### src/rtl/pipeline_hazard_controller.sv
// rtl/pipeline_hazard_controller.sv - stall/flush/freeze sequencing and perf counters for the 5-stage pipeline
module pipeline_hazard_controller #(
    parameter int CNT_W        = 32,
    parameter int MEM_TIMEOUT  = 16,
    parameter int DRAIN_CYCLES = 4
) (
    input  logic             clk,
    input  logic             reset,
    input  logic             MemRead_EX,
    input  logic [4:0]       rd_EX,
    input  logic [4:0]       rs1_ID,
    input  logic [4:0]       rs2_ID,
    input  logic             use_rs1_ID,
    input  logic             use_rs2_ID,
    input  logic             PCSrc,
    input  logic             dmem_req,
    input  logic             dmem_ready,
    input  logic             halt_req,
    output logic             pc_write,
    output logic             ifid_write,
    output logic             ifid_flush,
    output logic             idex_write,
    output logic             idex_flush,
    output logic             exmem_write,
    output logic             exmem_flush,
    output logic             memwb_write,
    output logic             halted,
    output logic             mem_timeout,
    output logic [CNT_W-1:0] stall_cycles,
    output logic [CNT_W-1:0] wait_cycles,
    output logic [CNT_W-1:0] flush_count
);

    localparam int TW = $clog2(MEM_TIMEOUT + 1);
    localparam int DW = (DRAIN_CYCLES > 1) ? $clog2(DRAIN_CYCLES) : 1;
    localparam logic [TW-1:0] TIMER_MAX  = TW'(MEM_TIMEOUT);
    localparam logic [DW-1:0] DRAIN_LAST = DW'(DRAIN_CYCLES - 1);

    typedef enum logic [1:0] {
        ST_RUN,
        ST_MEM_WAIT,
        ST_DRAIN,
        ST_HALTED
    } state_t;

    state_t        state, state_nxt;
    logic [TW-1:0] timer, timer_nxt;
    logic [DW-1:0] drain_cnt, drain_cnt_nxt;
    logic          set_timeout;
    logic          inc_stall, inc_wait, inc_flush;
    logic          load_use, mem_wait, run_rules, freeze;

    assign load_use = MemRead_EX && (rd_EX != 5'd0) &&
                      ((use_rs1_ID && (rs1_ID == rd_EX)) || (use_rs2_ID && (rs2_ID == rd_EX)));
    assign mem_wait = dmem_req && !dmem_ready;

    always_comb begin
        pc_write      = 1'b1;
        ifid_write    = 1'b1;
        ifid_flush    = 1'b0;
        idex_write    = 1'b1;
        idex_flush    = 1'b0;
        exmem_write   = 1'b1;
        exmem_flush   = 1'b0;
        memwb_write   = 1'b1;
        halted        = 1'b0;
        state_nxt     = state;
        timer_nxt     = timer;
        drain_cnt_nxt = drain_cnt;
        set_timeout   = 1'b0;
        inc_stall     = 1'b0;
        inc_wait      = 1'b0;
        inc_flush     = 1'b0;
        run_rules     = 1'b0;
        freeze        = 1'b0;

        case (state)
            ST_RUN: begin
                if (mem_wait) begin
                    freeze    = 1'b1;
                    inc_wait  = 1'b1;
                    timer_nxt = TW'(1);
                    state_nxt = ST_MEM_WAIT;
                end else begin
                    run_rules = 1'b1;
                end
            end
            ST_MEM_WAIT: begin
                if (mem_wait && (timer < TIMER_MAX)) begin
                    freeze    = 1'b1;
                    inc_wait  = 1'b1;
                    timer_nxt = timer + 1'b1;
                end else begin
                    // Release: either the access completed or the wait was forced out.
                    run_rules   = 1'b1;
                    timer_nxt   = '0;
                    set_timeout = mem_wait;
                end
            end
            ST_DRAIN: begin
                pc_write   = 1'b0;
                ifid_flush = 1'b1;
                if (mem_wait) begin
                    freeze   = 1'b1;
                    inc_wait = 1'b1;
                end else if (load_use && !PCSrc) begin
                    ifid_write = 1'b0;
                    idex_flush = 1'b1;
                    inc_stall  = 1'b1;
                end else begin
                    if (PCSrc) begin
                        idex_flush  = 1'b1;
                        exmem_flush = 1'b1;
                        inc_flush   = 1'b1;
                    end
                    drain_cnt_nxt = drain_cnt + 1'b1;
                    if (drain_cnt_nxt == DRAIN_LAST) begin
                        state_nxt = ST_HALTED;
                    end
                end
            end
            ST_HALTED: begin
                halted     = 1'b1;
                pc_write   = 1'b0;
                ifid_flush = 1'b1;
                if (!halt_req) begin
                    state_nxt = ST_RUN;
                end
            end
            default: state_nxt = ST_RUN;
        endcase

        // Branch, halt entry and load-use, shared by RUN and the MEM_WAIT release cycle.
        if (run_rules) begin
            state_nxt = ST_RUN;
            if (PCSrc) begin
                ifid_flush  = 1'b1;
                idex_flush  = 1'b1;
                exmem_flush = 1'b1;
                inc_flush   = 1'b1;
            end else begin
                if (halt_req) begin
                    pc_write      = 1'b0;
                    ifid_flush    = 1'b1;
                    drain_cnt_nxt = '0;
                    state_nxt     = ST_DRAIN;
                end
                if (load_use) begin
                    pc_write   = 1'b0;
                    ifid_write = 1'b0;
                    idex_flush = 1'b1;
                    inc_stall  = 1'b1;
                end
            end
        end

        if (freeze) begin
            pc_write    = 1'b0;
            ifid_write  = 1'b0;
            ifid_flush  = 1'b0;
            idex_write  = 1'b0;
            idex_flush  = 1'b0;
            exmem_write = 1'b0;
            exmem_flush = 1'b0;
            memwb_write = 1'b0;
        end

        if (reset) begin
            pc_write    = 1'b1;
            ifid_write  = 1'b1;
            ifid_flush  = 1'b0;
            idex_write  = 1'b1;
            idex_flush  = 1'b0;
            exmem_write = 1'b1;
            exmem_flush = 1'b0;
            memwb_write = 1'b1;
            halted      = 1'b0;
        end
    end

    always_ff @(posedge clk) begin
        if (reset) begin
            state        <= ST_RUN;
            timer        <= '0;
            drain_cnt    <= '0;
            mem_timeout  <= 1'b0;
            stall_cycles <= '0;
            wait_cycles  <= '0;
            flush_count  <= '0;
        end else begin
            state     <= state_nxt;
            timer     <= timer_nxt;
            drain_cnt <= drain_cnt_nxt;
            if (set_timeout) begin
                mem_timeout <= 1'b1;
            end
            if (inc_stall && (stall_cycles != '1)) begin
                stall_cycles <= stall_cycles + 1'b1;
            end
            if (inc_wait && (wait_cycles != '1)) begin
                wait_cycles <= wait_cycles + 1'b1;
            end
            if (inc_flush && (flush_count != '1)) begin
                flush_count <= flush_count + 1'b1;
            end
        end
    end

endmodule

### config.mk
export PLATFORM = sky130hd
export DESIGN_NAME = pipeline_hazard_controller
export DESIGN_NICKNAME = d
export VERILOG_FILES = /design/src/rtl/pipeline_hazard_controller.sv
export SDC_FILE = /design/constraint.sdc
export NUM_CORES = 1
export LEC_CHECK = 0
export ABC_AREA = 1
export CAP_MARGIN = 20
export CORE_ASPECT_RATIO = 0.5
export CORE_MARGIN = 2
export CORE_UTILIZATION = 57
export DETAILED_ROUTE_END_ITERATION = 12
export PLACE_DENSITY = 0.86
export SYNTH_ARGS = -nofsm -noshare
export SYNTH_HDL_FRONTEND = slang
export SYNTH_SLANG_ARGS = --single-unit
export TNS_END_PERCENT = 10
### constraint.sdc
create_clock -name clk -period 4 [get_ports clk]
set_input_delay 0.4 -clock clk [delete_from_list [all_inputs] [get_ports clk]]
set_output_delay 0.4 -clock clk [all_outputs]
set_load 0.02 [all_outputs]
# Word-level counts from Yosys, hierarchy flattened
# Index checks and enable logic that the tools add are counted.
# totals
ff_bits	106
latch_bits	0
ram_bits	0
rom_bits	0
in_bits	24
out_inout_bits	106
elab_cells	122
mem_count	0
# op_classes
n_addsub	5
mul	0
div_mod_pow	0
magnitude_cmp	1
n_eq_ne	15
shifts	0
n_mux	73
n_bitwise	0
reduce_logical	21
# op_table
cell	count
$add A32 B1 Y32 const B	3
$ne A32 B32 Y1 const B	3
$mux W1	53
$mux W2	14
$ne A3 B3 Y1 const B	5
$eq A5 B5 Y1	2
$logic_and A1 B1 Y1	10
$mux W5	2
$pmux W5 S2	1
$eq A2 B2 Y1 const B	3
$pmux W2 S3	1
$reduce_and A6 Y1	1
$add A5 B1 Y5 const B	1
$lt A5 B5 Y1 const B	1
$reduce_bool A5 Y1	1
$pmux W1 S2	2
$reduce_bool A4 Y1	1
$reduce_or A2 Y1	2
$add A2 B1 Y2 const B	1
$eq A2 B1 Y1 const B	1
$logic_not A1 Y1	2
$logic_not A2 Y1	1
$ne A2 B2 Y1 const B	1
$reduce_and A2 Y1	1
2 further kinds	2

# Logic depth before layout (Yosys ltp)
# Gate-level depths: netlist of the first run.
# logic_depth
ltp_word	13
mapped_depth	13
mapped_depth_nobuf	12

# Worst setup path before layout of the first run
# Ideal clock, no wire load.
# synth_timing
path_kind	register to register
startpoint	reg wait_cycles[1]
endpoint	reg wait_cycles[1]
setup_time_ps	116
arrival_ps	1861
required_ps	3884
slack_ps	2024
stages_incl_launch_ff	13
n_path_buf	2
synth_period_minus_slack_ps	1976
cell_sequence	dfxtp_1 ha_1 nand2_1 nor2_1 nand2_1 nor2_2 nand4_1 nand2_2 inv_2 buf_4 buf_6 nor2_1 nor2_1
# synth_between
elab_chain_cells	2
word_cells_on_any_way	3
cone_classes	add/sub: 1; eq/ne: 1; reduce/logical: 1
# synth_rtl
item	line_no	text
start: declaration	30	output logic [CNT_W-1:0] wait_cycles,
start signal: assignment	201	wait_cycles <= wait_cycles + 1'b1;
branches (longest 2 deep; another with $add A32 B1 Y32)	-	
# Several ways; the timed one is not identified.
# A chain may end at the register's enable or synchronous reset.

# Worst setup path after layout of the first run
# layout_timing
startpoint	in rd_EX[2]
endpoint	out ifid_write
# layout_between
elab_chain_cells	13
word_cells_on_any_way	17
cone_classes	eq/ne: 2; mux: 8; reduce/logical: 7
# layout_rtl
item	line_no	text
start: declaration	10	input logic [4:0] rd_EX,
$eq A5 B5 Y1	54	((use_rs1_ID && (rs1_ID == rd_EX)) || (use_rs2_ID && (rs2_ID == rd_EX)));
$logic_and A1 B1 Y1	54	
$logic_or A1 B1 Y1	54	
$logic_and A1 B1 Y1 *	53	assign load_use = MemRead_EX && (rd_EX != 5'd0) &&
$logic_and A1 B1 Y1	106	end else if (load_use && !PCSrc) begin
$mux W1	106	
$mux W1	103	if (mem_wait) begin
$mux W1	77	case (state)
$mux W1	148	if (load_use) begin
$mux W1	136	if (PCSrc) begin
$mux W1 *	134	if (run_rules) begin
$mux W1 *	157	if (freeze) begin
$mux W1 *	168	if (reset) begin
end: declaration	20	output logic ifid_write,
# Every way passes the cells marked *; elsewhere a longest branch is shown, timed or not.

==> results of run 1 <==
layout make-up:
cell class | instances | area [um^2]
Inverter | 84 | 315
Multi-Input combinational cell | 846 | 3980
Timing Repair Buffer | 134 | 1320
Tap cell | 145 | 181
Sequential cell | 106 | 2120
Fill cell | 930 | 2920
Clock inverter | 4 | 33.8
Clock buffer | 12 | 267
how the worst max path moves through the flow:
stage / startpoint / to / cells past startpoint
final: rd_EX[2] / ifid_write / 9
after global routing: rd_EX[1] / ifid_write / 9
after CTS: rd_EX[3] / ifid_write / 9
after detailed placement: rd_EX[2] / ifid_write / 9
after global placement: rd_EX[1] / ifid_write / 9
after floorplan: wait_cycles[1]$_SDFFE_PP0P_ / wait_cycles[1]$_SDFFE_PP0P_ / 12
through the flow:
| step | total power [mW] | hold WS, ns | std cells | area, um^2 | util [%] |
|---|---|---|---|---|---|
| CTS | 2.29 | 0.483 | 1331 | 8230 | 73.8 |
| detailed placement | 1.41 | 0.468 | 1315 | 7930 | 71.1 |
| global route | 2.38 | 0.506 | 1331 | 8230 | 73.8 |
| global placement | 1.41 | 0.459 | 1315 | 7930 | 71.1 |
| finish | 2.29 | 0.490 | 1331 | 8230 | 73.8 |
| floorplan | 1.33 | 0.463 | 1071 | 6630 | - |
critical path, cell delays in order:
cell,delay [ns]
clkdlybuf4s50_1,0.45
inv_1,0.11
nand4_1,0.12
o21ai_0,0.29
inv_1,0.13
nand3_2,0.15
nor2_2,0.05
o21ai_0,0.13
clkdlybuf4s50_1,0.62
report_power, final:
| group | total (mW) | internal (mW) | switching (mW) | leakage [nW] |
|---|---|---|---|---|
| Combinational | 0.292 | 0.103 | 0.190 | 1.94 |
| Clock | 0.891 | 0.479 | 0.412 | 0.145 |
| Sequential | 1.10 | 1.08 | 0.0254 | 0.855 |
| Total | 2.29 | 1.66 | 0.627 | 2.94 |
registers in the layout, indices dropped and copies added, names as in the netlist:
register / cells
state: 2
timer: 5
wait_cycles: 32
drain_cnt: 2
stall_cycles: 32
flush_count: 32
mem_timeout: 1
metal layers:
layer / GRT usage [%] / up-vias / wire (um)
met3: 4.86 / 38 / 1200
met4: 9.91 / 0 / 399
met1: 38.2 / 3355 / 8140
met2: 52.4 / 286 / 8780
met5: 0 / - / 0
li1: - / 3665 / -
cells in the final DEF (no fill, tap or decap), types with 6 or more instances in the layout:
cell,synthesis,final
a21oi_1,89,89
clkbuf_16,0,9
clkdlybuf4s50_1,0,128
dfxtp_1,106,106
inv_1,79,79
nand2_1,367,367
nand3_1,63,63
nand3b_1,13,13
nand4_1,17,17
nor2_1,138,138
nor3_1,44,44
nor3b_1,6,6
o21ai_0,23,23
xnor2_1,14,14
xor2_1,40,40
cells by family (layout without fill, tap and decap cells):
group                    count (synthesis)  in the layout  synth area share, %
AND/OR/NAND/NOR                        667            667                 42.7
flip-flops                             106            106                 32.0
AO/OA/AOI/OAI                          120            120                 9.33
buffers and inverters                  119            234                 7.89
adder cells (fa/ha/maj)                  5              5                0.944
XOR/XNOR                                54             54                 7.14
==> summary.md, run 1 <==
| Metric | Value |
|---|---|
| Core ar. | `between 0.01 and 0.015 mm^2` |
| Die H | `between 80 and 90 um` |
| Worst VDD drop | `0.000183 V` |
| Hold Violations, Final | `0` |
| Register area share after synthesis | `32.0%` |
| Final setup fails | `0` |
| Reg2reg start | `stall_cycles[0]$_SDFFE_PP0P_` |
| Pre-CTS setup slack | `about 1.2 ns` |
| Layout area overhead | `24.1%` |
| Die W | `156 um` |
| Top_reg_cell synth | `dfxtp_1` |
| Worst rel slew slack | `a little over half` |
| Die area | `0.0126 mm^2` |
| Yosys top cell area share | `32.0%` |
| RSZ-0062 raised after global routing | `false` |
| Hold path cells | `2` |
| Largest cells by area after synthesis | `dfxtp_1, nand2_1, nor2_1` |
| Top-count cell post-synth | `nand2_1` |
| Crit path capture type | `output port` |
| Final GP Congestion | `0.983` |
| Hold buffers post-CTS | `0` |
| Wirelength per Cell | `around 14 um` |
| Num CTS Buffers | `9` |
| Clock slew seen by the registers of the worst setup and hold paths | `around 0.07 ns` |
| I/O pins | `130` |
| Antenna Nets Post-Route | `0` |
| DRC | `0` |
| Leakage power | `~3 nW` |
| Largest net degree at the start of global routing | `54` |
| Hold WC Path Type | `register to register` |
| CTS Root Cell | `clkbuf_16` |
| Hold worst-path end | `mem_timeout$_SDFFE_PP0P_` |
| Vias/cell | `5.52` |
| Reg2reg end | `stall_cycles[1]$_SDFFE_PP0P_` |
| Fin Setup TNS | `0 ns` |
| Global route total overflow | `0` |
| Detailed Route WL | `18500 um` |
| Period utilisation layout | `71.1%` |
| Synth async-reset ratio | `0%` |
| CTS tree | `done` |
| Synth unique cells | `39` |
| Post-synth EDFFs | `0` |
| Min-delay src | `mem_timeout$_SDFFE_PP0P_` |
| Commonest cells post-synth | `nand2_1, nor2_1, dfxtp_1` |
| DRT Pass-1 Iters | `5` |
| Syn nets | `between 1000 and 1500` |
| Fin crit period | `approximately 2.8 ns` |
| Worst R2R Setup Slack | `1.35 ns` |
| Setup CP Type | `input pin to output port` |
| Post-detail-place hpwl | `about 13000 um` |
| Worst Skew | `approximately 0.011 ns` |
| Fmax | `between 300 and 400 MHz` |
| Row cnt | `27` |
| Initial Util | `between 50% and 60%` |
| Drt first-iter violations | `596` |
| Nets | `approximately 1200` |
| Vias in the first global route | `between 6000 and 7000` |
| Synthesized cell area | `about 0.0066 mm^2` |
| CP arrival | `2.45 ns` |
| Yosys Warn Count | `0` |
| Cells after Synth | `around 1100` |
| Avg Cell Area, Syn | `slightly above 6 um^2` |
| Post-CTS setup buffers | `0` |
| Port Buf Inserts | `around 130` |
| # resized after CTS | `0` |
| Global-route wire length before repair | `between 30000 and 40000 um` |
| GRT Util Overall | `between 30% and 40%` |
| CTS H-tree depth | `3` |
| Power Density | `~280 mW/mm^2` |
| Critical Path RT | `~3.6 ns` |
| Status | `complete, no violations` |
| Worst-Margin Slew | `roughly 0.7 ns` |
| Initial antenna violation count | `0` |
| Crit-path max FO | `5` |
| Via count | `around 7300` |
| Max Cap Viol | `0` |
| Layout cell share with drive strength beyond 1 | `3.12%` |
| ANT cells | `0` |
| Fin. max-slew vios | `0` |
| Total clock sinks | `between 100 and 150` |
| Post-route setup slack | `roughly 1.2 ns` |
| R2R cell count | `9` |
| Critical path startpoint category | `input pin` |
| Clk_lat worst skew | `0.35 ns` |
| CTS Buffer Depth | `2` |
| #FFs+latches synth | `106` |
| Post-synth top area cell | `dfxtp_1` |
(Power assumes the default switching activity.)
==> run 2, diff against run 1 <==
--- a/config.mk
+++ b/config.mk
@@ -9,9 +9,9 @@
 export CAP_MARGIN = 20
 export CORE_ASPECT_RATIO = 0.5
 export CORE_MARGIN = 2
-export CORE_UTILIZATION = 57
+export CORE_UTILIZATION = 48
 export DETAILED_ROUTE_END_ITERATION = 12
-export PLACE_DENSITY = 0.86
+export PLACE_DENSITY = 0.77
 export SYNTH_ARGS = -nofsm -noshare
 export SYNTH_HDL_FRONTEND = slang
 export SYNTH_SLANG_ARGS = --single-unit
==> constraint.sdc (replaced) <==
create_clock -name clk -period 2.6 [get_ports clk]
set_input_delay 0.26 -clock clk [delete_from_list [all_inputs] [get_ports clk]]
set_output_delay 0.26 -clock clk [all_outputs]
set_load 0.02 [all_outputs]
==> run 2 against run 1 <==
Die area up 18%. Clock skew fell by 0.0014 ns. Global-route usage shrank 4.6 points. Non-clock buffer count is 6 higher.
==> summary.md, run 2 (synthesis gave the netlist of run 1 again) <==
| Metric | Value |
|---|---|
| Vias/cell | `5.30 (-3.9%)` |
| GRT Util Overall | `25.4% (-4.6 points)` |
| Most frequent cell on the critical path | `nand2_1` |
| Nets | `1216 (+0.50%)` |
| Via count | `7258 (-1.2%)` |
| Critical Path RT | `2.34 ns (-1.26 ns)` |
| Fin crit period | `2.46 ns` |
| Min-delay src | `flush_count[31]$_SDFFE_PP0P_` |
| Period utilisation layout | `between 90% and 100%` |
| Largest net degree at the start of global routing | `82 (+52%)` |
| Clock network fraction of design power | `38.8% (-0.2 points)` |
| Drt first-iter violations | `473 (-21%)` |
| Crit-path max FO | `3 (-2)` |
| Hold path cells | `2 (unchanged)` |
| Detailed Route WL | `18700 um (+1.1%)` |
| Internal Pwr Total | `2.57 mW (+55%)` |
| Crit-path cells | `clkdlybuf4s50_1 > inv_1 > nand2_1 > nand2_1 > nor2_1 > nand3_1 > nand2_1 > a21oi_1 > nor3_1 > clkdlybuf4s50_1` |
| Clk_lat worst skew | `0.34 ns (about the same)` |
| I/O pins | `130 (unchanged)` |
| Status | `complete, no violations` |
| Die H | `87.1 um (+8.5%)` |
| Num CTS Buffers | `9 (unchanged)` |
| Worst VDD drop | `0.000315 V (+72%)` |
| Hold worst-path end | `flush_count[31]$_SDFFE_PP0P_` |
| Hold WC Path Type | `register to register` |
| Row cnt | `30 (+11%)` |
| CP max stage delay | `0.64 ns (+0.02 ns)` |
| Crit-path leading delay family | `buffers and inverters` |
| Hold Violations, Final | `0 (unchanged)` |
| Commonest non-fill, non-tap cell in the layout | `nand2_1` |
| Reg2reg end | `wait_cycles[6]$_SDFFE_PP0P_` |
| Non-filler instance count after layout | `1369 (+2.9%)` |
| Worst-Margin Slew | `0.899 ns (+0.205 ns)` |
| Global-route wire length before repair | `30800 um (+0.29%)` |
| Most frequent cells in the layout | `nand2_1, nor2_1, clkdlybuf4s50_1` |
| Setup CP Type | `input pin to output port` |
| Top flop regs | `flush_count x32, stall_cycles x32, wait_cycles x32` |
| Post-CTS setup buffers | `0 (unchanged)` |
| Power Density | `425 mW/mm^2 (+53%)` |
| CTS H-tree depth | `3 (unchanged)` |
| Worst Skew | `0.0100 ns (-0.00143 ns)` |
| RSZ-0062 raised after global routing | `false` |
| Switch share | `27.0% (-0.44 points)` |
| R2R cell count | `11 (+2)` |
| DRT Pass-1 Iters | `7 (+2)` |
| Power consumption | `3.52 mW (+54%)` |
| Initial Util | `49.0% (-10 points)` |
| Total clock sinks | `106 (unchanged)` |
| Fmax | `between 400 and 500 MHz` |
| CTS tree | `done` |
| Post-detail-place hpwl | `13800 um (+3.0%)` |
| CTS Root Cell | `clkbuf_16` |
| Port Buf Inserts | `129 (unchanged)` |
| Die area | `0.0148 mm^2 (+18%)` |
| Wirelength per Cell | `13.7 um (-1.7%)` |
| Layout cell share with drive strength beyond 1 | `3.36% (+0.24 points)` |
| Comb pwr share | `13.0% (+0.2 points)` |
| Sw power | `0.951 mW (+52%)` |
| CP Buf/Inv Count | `3 (-1)` |
| Slowest-stage cell, CP | `clkdlybuf4s50_1` |
| Max Cap Viol | `0 (unchanged)` |
| Initial antenna violation count | `1 (+1)` |
| Sequential Power Share | `48.2% (about the same)` |
| DRC | `0 (unchanged)` |
| CTS Buffer Depth | `2 (unchanged)` |
| Vias in the first global route | `6705 (+1.6%)` |
| Layout area overhead | `25.2%` |
| Die W | `170 um (+8.7%)` |
| Fin. max-slew vios | `0 (unchanged)` |
| Worst rel slew slack | `40.0% (-14 points)` |
| Reg2reg start | `wait_cycles[1]$_SDFFE_PP0P_` |
| Final setup fails | `0 (unchanged)` |
| Antenna Nets Post-Route | `0 (unchanged)` |
| Hold buffers post-CTS | `0 (unchanged)` |
| CP arrival | `2.20 ns (-0.25 ns)` |
| Core ar. | `0.0135 mm^2 (+21%)` |
| Clock slew seen by the registers of the worst setup and hold paths | `0.07 ns (about the same)` |
| Crit path capture type | `output port` |
| Critical path startpoint category | `input pin` |
| Leakage power | `2.95 nW (+0.41%)` |
| Cells after DPL | `1352 (+2.8%)` |
| Worst R2R Setup Slack | `0.34 ns (-1.01 ns)` |
| Global route total overflow | `0 (unchanged)` |
| Final GP Congestion | `0.950 (-3.4%)` |
run 2: worst reg2reg max path, delay by kind of cell (launching register included):
kind	cells	cell delay, ns
AND/OR/NAND/NOR	8	1.03
AO/OA/AOI/OAI	1	0.16
buffers and inverters	1	0.33
flip-flops	1	0.43
adder cells (fa/ha/maj)	1	0.23
run 2: final cells by class:
cell class                 instances  area (um^2)
inverter                          84          315
antenna                            1         2.50
fill                            1305         5210
clock inverter                     4         52.6
clock buffer                      12          236
multi-input combinational        846         3980
tap                              176          220
sequential                       106         2120
timing repair buffer             140         1370
run 2: layer usage:
metal  up-vias  share of wire (%)  global-route usage, %
li1       3668                  -                      -
met1      3307                 44                   30.4
met2       249                 48                   46.7
met3        34                6.1                   4.73
met4         0                1.7                   7.77
met5         -                  0                      0
run 2: per-stage QoR:
| stage | util, % | hold slack, ns | cell area [um^2] | worst slack [ns] | TNS (ns) |
|---|---|---|---|---|---|
| finish | 61.4 | 0.485 | 8300 | 0.144 | 0 |
| global placement | 59.3 | 0.473 | 8010 | -0.0751 | -0.0751 |
| detailed placement | 59.3 | 0.478 | 8010 | -0.0761 | -0.422 |
| global route | 61.4 | 0.512 | 8300 | 0.0180 | 0 |
| CTS | 61.4 | 0.489 | 8300 | 0.0576 | 0 |
| floorplan | - | 0.463 | 6630 | 0.624 | 0 |
run 2: worst max-delay path by stage:
stage                                            from                     endpoint  slack, ns  depth (start not counted)
after detailed placement                     rd_EX[2]                   ifid_write      -0.08                         10
after global placement                       rd_EX[2]                   ifid_write      -0.08                         10
after global routing                         rd_EX[2]                     pc_write       0.02                         11
after floorplan           wait_cycles[1]$_SDFFE_PP0P_  wait_cycles[1]$_SDFFE_PP0P_       0.62                         12
after CTS                                    rd_EX[2]                     pc_write       0.06                         10
final                                        rd_EX[1]                   idex_flush       0.14                         10
run 2: power groups by stage:
stage	logic [mW]	clock network [mW]	registers [mW]
3_5_place_dp	0.454	0	1.73
4_1_cts	0.455	1.40	1.70
5_1_grt	0.510	1.47	1.71
3_3_place_gp	0.445	0	1.73
2_1_floorplan	0.315	0	1.73
6_report	0.458	1.37	1.70
run 2: timing repair:
action | in CTS | in global routing
gates resized for setup | 1 | 1
pin swaps | 0 | 0
endpoints found under the setup margin | 1 | 1
